--- src/rtl/outbuf_drain_if.sv ---
// Result-edge write port and host-side valid/ready drain stream
// for the PE-array output buffer.
interface outbuf_drain_if #(
  parameter int WORDLEN = 8
);
  logic               wr_en;
  logic [WORDLEN-1:0] din;
  logic               out_valid;
  logic               out_ready;
  logic [WORDLEN-1:0] dout;

  modport master (
    output wr_en,
    output din,
    output out_ready,
    input  out_valid,
    input  dout
  );

  modport slave (
    input  wr_en,
    input  din,
    input  out_ready,
    output out_valid,
    output dout
  );
endinterface

--- src/rtl/outbuf_drain.sv ---
// Circular output FIFO on the PE-array result edge: drops the
// first SKIP fill words, tracks full/empty exactly, flags overflow.
module outbuf_drain #(
  parameter int WORDLEN   = 8,
  parameter int BUFSIZE   = 16,
  parameter int SKIP      = 0,
  parameter int AFULL_THR = 12
) (
  input  logic       clk,
  input  logic       rstn,
  input  logic       flush,
  outbuf_drain_if.slave bus,
  output logic       full,
  output logic       almost_full,
  output logic [5:0] count,
  output logic       skipping,
  output logic       overflow
);
  localparam int PW = $clog2(BUFSIZE);
  localparam logic [PW-1:0] LAST = PW'(BUFSIZE - 1);
  localparam logic [5:0] DEPTH = 6'(BUFSIZE);
  localparam logic [5:0] AFT = 6'(AFULL_THR);
  localparam logic [7:0] SKIP_INIT = 8'(SKIP);

  logic [WORDLEN-1:0] mem_q [BUFSIZE];
  logic [PW-1:0]      head_q, head_d;
  logic [PW-1:0]      tail_q, tail_d;
  logic [5:0]         count_q, count_d;
  logic [7:0]         skip_q, skip_d;
  logic               ovf_q, ovf_d;

  logic valid;
  logic pop;
  logic push;
  logic drop;

  assign valid    = (count_q != 6'd0);
  assign full     = (count_q == DEPTH);
  assign skipping = (skip_q != 8'd0);

  // A full FIFO still accepts a write when the head leaves this cycle.
  assign pop  = valid & bus.out_ready;
  assign push = bus.wr_en & ~skipping & (~full | pop);
  assign drop = bus.wr_en & ~skipping & full & ~pop;

  always_comb begin
    head_d  = head_q;
    tail_d  = tail_q;
    count_d = count_q;
    skip_d  = skip_q;
    ovf_d   = ovf_q;
    if (flush) begin
      head_d  = '0;
      tail_d  = '0;
      count_d = '0;
      skip_d  = SKIP_INIT;
      ovf_d   = 1'b0;
    end else begin
      if (bus.wr_en && skipping)
        skip_d = skip_q - 8'd1;
      if (push)
        tail_d = (tail_q == LAST) ? '0 : tail_q + 1'b1;
      if (pop)
        head_d = (head_q == LAST) ? '0 : head_q + 1'b1;
      case ({push, pop})
        2'b10:   count_d = count_q + 6'd1;
        2'b01:   count_d = count_q - 6'd1;
        default: count_d = count_q;
      endcase
      if (drop)
        ovf_d = 1'b1;
    end
  end

  always_ff @(posedge clk or negedge rstn) begin
    if (!rstn) begin
      head_q  <= '0;
      tail_q  <= '0;
      count_q <= '0;
      skip_q  <= SKIP_INIT;
      ovf_q   <= 1'b0;
    end else begin
      head_q  <= head_d;
      tail_q  <= tail_d;
      count_q <= count_d;
      skip_q  <= skip_d;
      ovf_q   <= ovf_d;
    end
  end

  always_ff @(posedge clk) begin
    if (push && !flush)
      mem_q[tail_q] <= bus.din;
  end

  assign bus.out_valid = valid;
  assign bus.dout      = valid ? mem_q[head_q] : '0;
  assign almost_full   = (count_q >= AFT);
  assign count         = count_q;
  assign overflow      = ovf_q;
endmodule
--- src/flat_wrapper.sv ---
// flat-port wrapper written by rule: the top's interface ports become plain ports
module outbuf_drain_flat 
#(
  parameter int WORDLEN   = 8,
  parameter int BUFSIZE   = 16,
  parameter int SKIP      = 0,
  parameter int AFULL_THR = 12
)
  (clk, rstn, flush, full, almost_full, count, skipping, overflow, bus_wr_en, bus_din, bus_out_ready, bus_out_valid, bus_dout);
  outbuf_drain_if #(.WORDLEN(WORDLEN)) bus_i ();
  input  logic clk;
  input  logic rstn;
  input  logic flush;
  output logic full;
  output logic almost_full;
  output logic [5:0] count;
  output logic skipping;
  output logic overflow;
  input wire logic [$bits(bus_i.wr_en)-1:0] bus_wr_en;
  input wire logic [$bits(bus_i.din)-1:0] bus_din;
  input wire logic [$bits(bus_i.out_ready)-1:0] bus_out_ready;
  output wire logic [$bits(bus_i.out_valid)-1:0] bus_out_valid;
  output wire logic [$bits(bus_i.dout)-1:0] bus_dout;
  assign bus_i.wr_en = bus_wr_en;
  assign bus_i.din = bus_din;
  assign bus_i.out_ready = bus_out_ready;
  assign bus_out_valid = bus_i.out_valid;
  assign bus_dout = bus_i.dout;
  outbuf_drain #(.WORDLEN(WORDLEN), .BUFSIZE(BUFSIZE), .SKIP(SKIP), .AFULL_THR(AFULL_THR)) u_core (.clk(clk), .rstn(rstn), .flush(flush), .bus(bus_i), .full(full), .almost_full(almost_full), .count(count), .skipping(skipping), .overflow(overflow));
endmodule
--- config.mk ---
export PLATFORM = sky130hd
export DESIGN_NAME = outbuf_drain_flat
export DESIGN_NICKNAME = d
export VERILOG_FILES = /design/src/rtl/outbuf_drain_if.sv /design/src/rtl/outbuf_drain.sv /design/src/flat_wrapper.sv
export SDC_FILE = /design/constraint.sdc
export NUM_CORES = 1
export LEC_CHECK = 0
export CORE_UTILIZATION = 60
export DETAILED_ROUTE_END_ITERATION = 10
export PLACE_DENSITY = 0.86
export SYNTH_ARGS = -nofsm -noshare
export SYNTH_HDL_FRONTEND = slang
export SYNTH_SLANG_ARGS = --single-unit
--- constraint.sdc ---
create_clock -name clk -period 8.6 [get_ports clk]
set_clock_uncertainty 0.1 [all_clocks]
set_input_delay 2.58 -clock clk [delete_from_list [all_inputs] [get_ports clk]]
set_output_delay 2.58 -clock clk [all_outputs]
set_load 0.02 [all_outputs]
==> results of run 1 <==
==> cell families (layout without fill, tap and decap cells) <==
kind of cell | Yosys count | in the layout | synth area share (%)
other | 0 | 1 | 0
AOI/OAI and AO/OA | 37 | 37 | 3.62
and+or+nand+nor | 90 | 90 | 7.70
xor gates and xnor gates | 9 | 9 | 1.22
adders and majority gates | 12 | 12 | 2.45
buffers and inverters | 26 | 79 | 1.71
muxes | 44 | 44 | 14.6
DFF | 151 | 151 | 68.7
==> registers in the layout, summed over array words and instances (netlist names) <==
signal,cells
u_core.mem_q,128
u_core.head_q,4
u_core.tail_q,4
u_core.count,6
u_core.skip_q,8
u_core.overflow,1
==> metal layers <==
layer | vias up | part of all wire [%]
li1 | 1545 | -
met1 | 1886 | 38
met2 | 222 | 51
met3 | 42 | 8.1
met4 | 0 | 3.0
met5 | - | 0
==> metrics by stage <==
step                hold slack (ns)  total power, mW  area [um^2]  utilization (%)  worst slack [ns]
floorplan                     0.404             1.38         6440                -              3.87
global placement              0.387             1.57         6940             67.0              2.93
detailed placement            0.397             1.59         6940             67.0              2.90
CTS                           0.408             2.29         7490             72.2              2.30
global route                  0.431             2.38         7490             72.2              2.21
finish                        0.408             2.28         7490             72.3              2.40
==> how the worst max path moves through the flow <==
| stage | to | slack (ns) | cells past startpoint | startpoint |
|---|---|---|---|---|
| floorplan | u_core.count[5] | 3.87 | 9 | bus_out_ready |
| global placement | bus_dout[3] | 2.93 | 5 | u_core.head_q[0] |
| detailed placement | bus_dout[5] | 2.90 | 5 | u_core.head_q[0] |
| CTS | bus_dout[5] | 2.30 | 5 | u_core.head_q[0] |
| global route | bus_dout[5] | 2.21 | 5 | u_core.head_q[0] |
| finish | bus_dout[5] | 2.40 | 5 | u_core.head_q[0] |
==> report_power, final <==
group | leakage, nW | switching [mW] | internal, mW
registers | 1.46 | 0.0603 | 0.836
logic | 0.774 | 0.360 | 0.334
clock network | 0.260 | 0.282 | 0.410
==> worst max-delay path, delay by kind of cell, from the launching register on <==
family | cells | cell delay (ns)
buffers and inverters | 2 | 1.04
muxes | 2 | 1.07
DFF | 1 | 0.72
and+or+nand+nor | 1 | 0.15
==> placed cells by master (no fill, tap or decap), drive strengths merged, types with 3 or more instances in the layout <==
| cell | netlist | layout |
|---|---|---|
| edfxtp | 128 | 128 |
| mux4 | 40 | 40 |
| clkdlybuf4s50 | 0 | 31 |
| nor2 | 25 | 25 |
| dfrtp | 23 | 23 |
| clkbuf | 11 | 19 |
| a21oi | 15 | 15 |
| nand2 | 14 | 14 |
| inv | 10 | 12 |
| nor2b | 11 | 11 |
| ha | 11 | 11 |
| nor3 | 9 | 9 |
| o21ai | 7 | 7 |
| buf | 5 | 7 |
| nor4 | 7 | 7 |
| or3 | 6 | 6 |
| nand3 | 6 | 6 |
| xor2 | 5 | 5 |
| clkinv | 0 | 5 |
| xnor2 | 4 | 4 |
| nand4 | 3 | 3 |
| nand2b | 3 | 3 |
| mux2i | 3 | 3 |
| clkinvlp | 0 | 3 |
==> layout make-up <==
cell class              instances  area (um^2)  area share [%]
inverters                      10         37.5           0.501
flip-flops and latches        151         4420            59.0
multi-input cells             192         1950            26.0
well taps                     136          170            2.27
repair buffers                 38          363            4.84
clock inverters                12          126            1.69
clock buffers                  19          422            5.63
diodes                          1         2.50          0.0334
==> impl_summary.md, run 1 <==
Worst setup path
In this run the register-to-register setup slack is 5.06 ns. The biggest cell delay along the critical path is 0.72 ns. Among all stages on the critical path, the largest delay is contributed by dfrtp_2. The worst setup path is launched from a register.

The endpoint arrival time on the critical path is 3.52 ns. Along the worst path, the maximum fanout reaches 21. The critical path class is register to output port. The cell that appears most often on the critical path is mux4_2.

Traced cell by cell, the critical path runs through buf_4 -> mux4_2 -> mux4_2 -> nor2b_1 -> clkdlybuf4s50_1. In this run the critical register-to-register path is launched from u_core.skip_q[4]. Data on the critical path is required at its endpoint by 5.92 ns. The number of cells on the worst reg-to-reg path is 5. The worst reg2reg path endpoint is u_core.mem_q[10][0]. The endpoint class of the critical path is an output port.

Drt
The count of TritonRoute iterations in the first routing pass is 5. The detail-routed net length per standard cell is 25.2 um. After detailed routing, the number of remaining DRC violations is 0. The per-cell via count in the routed design is 6.61. The initial DRC count is 436.

The number of nets with antenna violations after routing is 0. Across all layers, the routed design uses 3695 vias. The final layout contains routed wiring with a total length of 14100 um.

Placement
The quantity of I/O buffers inserted on ports is 31. The instance count after placement with tap cells included is 527. The placed wire-length estimate after detailed placement is 8110 um. The congestion estimate from routability-driven global placement came to 0.771.

GRT
The remaining global-route overflow is 0. The number of global-route vias before repair was 3782. The initial antenna violation count is 1. The met3 global-route usage is 6.86%.

In this run the most used layer during global routing was met2. The first global-routing pass estimated 21400 um of wire. The global-route usage over all layers is 27.7%. For met1 alone, demand over resource in global routing was 35.3%. The maximum number of pins on one net before global-route repair is 37. The met2 routing resource usage after global routing is 45.2%.

CTS
The number of sinks handled by clock tree synthesis is 151. The post-cts resize count is 0. The buffer levels on the longest clock path is 2. The count of hold buffers inserted by post-cts repair is 0. The post-CTS repair timing setup buffer count is 0. The root buffer cell is clkbuf_8. The total CTS buffers is 17. The clock tree from TritonCTS is done. After clock tree synthesis, the clock-pin slew on the worst setup and hold paths is 0.06 ns.

The number of H-tree levels is 4. For the worst-skew pair, the clock arrives at the later sink with an insertion delay of 0.53 ns.

Timing
The total count of hold-check failures in the final report was 0. For the pin with the worst max-slew slack, the measured transition is 1.19 ns. The part of the cycle the worst path needs is 72.1%.

The worst pin sits at a relative slew slack of 20.2%. The max-slew violation count came to 0. Setup repair after global routing left no endpoint under its margin. Setup violations remaining at the end of the flow were counted as 0. Setup total negative slack on the finished layout was measured at 0 ns. Based on the critical path, the design can be clocked at up to 161 MHz. The clock period minus worst slack is 6.20 ns.

Synthesis
By area the synthesized netlist is led by edfxtp_1, mux4_2, dfrtp_1, ha_1, nor2_1. The synthesized design devotes to its leading area cell type 59.7% of total area. The cell with the most instances after synthesis is edfxtp_1. The async set-reset flop share out of synthesis is 15.2%. Among all flip-flop cells after synthesis, the most frequent one is edfxtp_1. The number of nets handed over by synthesis was 394. The most area-hungry cell type in the Yosys netlist is edfxtp_1.

The sequential-to-total area share from yosys stat is 68.7%. Ranked by instance count, the synthesized netlist is headed by edfxtp_1, mux4_2, nor2_1. After synthesis, the mean cell area works out to 17.4 um^2. The number of standard cells after synthesis is 369. The number of enable flip-flop cells after synthesis is 128.

Yosys printed 0 warnings. The post-synthesis sequential element count is 151. Yosys mapped the design onto 42 distinct sky130hd cell types. The synthesized netlist occupies a cell area of 6440 um^2.

Die
The number of rows created at floorplan is 37. The effective utilization at floorplan is 62.1%. In this run the standard cell core region covers 10400 um^2. The die is 106 um tall. Measured along the x axis, the die boundary spans 106 um. Pin placement for this block handled 32 I/O pins. The area of the die is 11100 um^2.

Outcome
The run finished with clean final reports.

Min path
The min-delay analysis places its worst path in the category register to register. The cell count of the worst hold path is 2. The worst hold path terminates at u_core.overflow. In this run the most critical hold path is launched from u_core.overflow.

Cells and area
The total of fill cells in the finished design is 606. The finished layout holds 559 standard cells, fillers aside. In the final design database the tool counted 435 nets.

The share of post-route cells with drive strength above 1 is 20.9%. From synthesis to final layout, the design area changed by 16.4%.

Job
The number of maximum-capacitance violations is 0.

Pwr
The cell leakage power is 2.50 nW. Dividing total power by cell area gives a power density of 304 nW/um^2. The largest voltage drop on the vdd net is 203 uV.
No activity file was read; power rests on OpenSTA's default activity.
==> run 2, diff against run 1 <==
- CORE_UTILIZATION: 60 -> 54
- PLACE_DENSITY: 0.86 -> 0.82
- clock period: 8.6 -> 5.3 ns (I/O delays scaled with it)
==> run 2 against run 1 <==
Effect of this change: sequential power grew 60%; hold slack lost 0.0093 ns; the run now ends with DRC left; non-clock buffer count grew 4; final cell count grew 1.8%; setup slack lost 1.7 ns; first-iteration DRC count shrank 24%; largest cell class unchanged; cell area grew 1.2%; highest routed layer unchanged; critical path depth is the same; global-route usage shrank 3.2 points.
==> impl_summary.md, run 2 (synthesized netlist as in run 1, its figures left out) <==
Outcome
The run finished, with violations left. The final reports fail on DRC.

CTS
The longest clock path from root to sink contains 2 buffers. The clock edge transition at the registers on the reported setup and hold paths is 0.06 ns. The later pin in the worst-skew pair is clocked with a latency of 0.42 ns. The clock net in this run drives a total of 151 sinks. The H-tree was split into 4 levels. TritonCTS built the clock tree. Post-CTS repair changed the size of 0 cells. The total CTS buffers is 17.

For this design, the CTS-stage hold fixing added 0 buffers. The post-CTS repair timing setup buffer count is 0. The root buffer cell is clkbuf_16.

Placement
Port buffering added 31 buffers. The instance count after placement with tap cells included is 538. The final RePlAce weighted congestion is 0.839. The placed wire-length estimate after detailed placement is 7790 um.

Die
The area of the die is 12400 um^2. The effective utilization at floorplan is 55.9%. The die is 111 um wide. The number of ports placed on the die boundary is 32. The floorplan step set the die height to 111 um.

After floorplanning, the core was divided into 39 placement rows. The area inside the core boundary is 11500 um^2.

GRT
The initial antenna violation count is 0. Entering global routing, the biggest net connects 38 pins. The global-route wire length before repair is 21700 um. The number of global-route vias before repair is 3814. The global-route usage over all layers is 24.5%. For this run the aggregate overflow at the end of global routing stands at 0.

Drt
Wires add up to 13900 um. The detailed-route DRC error count is 4. In the routed layout, each cell is associated on average with a via count of 6.50.

Summing over every cut layer, the via total after detailed routing is 3699. The number of nets with antenna violations after routing is 0. The detail-routed net length per standard cell is 24.5 um. The first TritonRoute pass finished after 8 iterations. The initial DRC count is 331.

Pwr
The power density over the cells is 509 nW/um^2. The cell leakage power is 2.55 nW. Across the VDD grid, the largest voltage drop is 361 uV.

Min path
The cell count of the worst hold path is 2. The worst hold path begins at u_core.overflow. For hold timing, the worst endpoint is u_core.overflow. The tightest min-delay check is of the register to register type.

Timing
Static timing analysis puts the maximum clock frequency at 217 MHz. Setup total negative slack on the finished layout was measured at 0 ns. Setup violations remaining at the end of the flow were counted as 0.

The transition time at the pin with the least slew margin is 1.06 ns. The max-slew violation count is 0. The worst slew margin relative to its limit is 28.8%. The total count of hold-check failures in the final report is 0.

Subtracting the final worst setup slack from the clock period gives 4.61 ns. Of the available clock period, the critical path in the final layout requires 87.0%. Final hold analysis gives a worst-case slack of 0.398 ns.

Setup repair after global routing left no endpoint under its margin.

Worst setup path
In this design, the largest share of critical-path delay is due to multiplexers. In this design, the critical path's most frequently occurring cell is mux4_2. In this run the critical register-to-register path is launched from u_core.skip_q[4]. The required time at the endpoint of the critical path is 3.61 ns. The slowest stage cell on the critical path is clkdlybuf4s50_1. The critical path class is register to output port.

The endpoint class of the critical path is an output port. The worst setup slack for register-to-register paths is 1.94 ns. In this design, the stage delay of the slowest critical-path cell is 0.60 ns. For the worst setup path, the data arrival time is 2.92 ns. The number of buffers and inverters on the critical path is 2. The kind of start point of the critical path is a register.

The endpoint identified for the worst register-to-register timing path is u_core.count[5]. The number of cells on the worst reg-to-reg path is 10. Walking the worst path, the cells encountered are buf_12 -> mux4_2 -> mux4_2 -> nor2b_1 -> clkdlybuf4s50_1. The largest fanout on the critical path is 37.

Cells and area
The register with the most flip-flops is u_core.mem_q. The area growth from synthesis to layout is 17.8%. In the layout the commonest cells are edfxtp_1, mux4_2, clkdlybuf4s50_1. The number of antenna diodes in the final layout is 0.

The number of cells in the finished layout apart from fillers is 569. The share of post-route cells with drive strength above 1 is 20.9%. The flip-flop count of the largest register after layout is 128.

The end-of-flow core utilization is 65.9%. After the last flow step, the layout net total stands at 439. The most frequent standard cell in the layout excluding fill and tap cells is edfxtp_1.

Job
The number of maximum-capacitance violations is 0.
run 2: worst max-delay path by stage:
stage	from	to	slack [ns]	cells after the start
after floorplan	bus_out_ready	u_core.count[5]	1.56	9
after global placement	bus_out_ready	u_core.count[5]	0.92	10
after detailed placement	bus_out_ready	u_core.count[5]	0.83	10
after CTS	u_core.head_q[0]	bus_dout[6]	0.66	5
after global routing	u_core.head_q[0]	bus_dout[2]	0.61	5
final	u_core.head_q[0]	bus_dout[6]	0.69	5
run 2: cell type report:
| class | instances | area [um^2] |
|---|---|---|
| timing repair buffer | 42 | 405 |
| clock inverter | 11 | 173 |
| tap | 143 | 179 |
| multi-input combinational | 192 | 1930 |
| fill | 746 | 3930 |
| clock buffer | 20 | 437 |
| sequential | 151 | 4420 |
| inverter | 10 | 37.5 |
run 2: routing by layer:
layer	share of wire (%)	vias up	wire length [um]	GRT usage, %
li1	-	1561	-	-
met1	40	1896	5550	32.6
met2	48	201	6750	38.2
met3	8.1	41	1130	5.74
met4	3.6	0	495	12.4
met5	0	-	0	0
run 2: stage by stage:
step / cell area (um^2) / power, mW / worst slack, ns
global placement: 6970 / 2.57 / 0.919
global route: 7580 / 4.01 / 0.609
floorplan: 6440 / 2.24 / 1.56
detailed placement: 6970 / 2.62 / 0.835
finish: 7580 / 3.86 / 0.687
CTS: 7580 / 3.87 / 0.658
run 2: worst reg2reg max path, stage by stage (launching register included):
cell	delay [ns]
dfrtp_1	0.44
nor4_4	0.53
nand4_1	0.23
nand2_1	0.22
inv_1	0.20
ha_1	0.34
a211oi_1	0.31
o21bai_1	0.12
a21oi_1	0.19
mux2i_1	0.22
mux2_1	0.34
run 2: report_power, final:
| part | total, mW | switching [mW] | internal [mW] |
|---|---|---|---|
| logic | 1.18 | 0.629 | 0.552 |
| registers | 1.43 | 0.0737 | 1.36 |
| clock network | 1.25 | 0.462 | 0.787 |
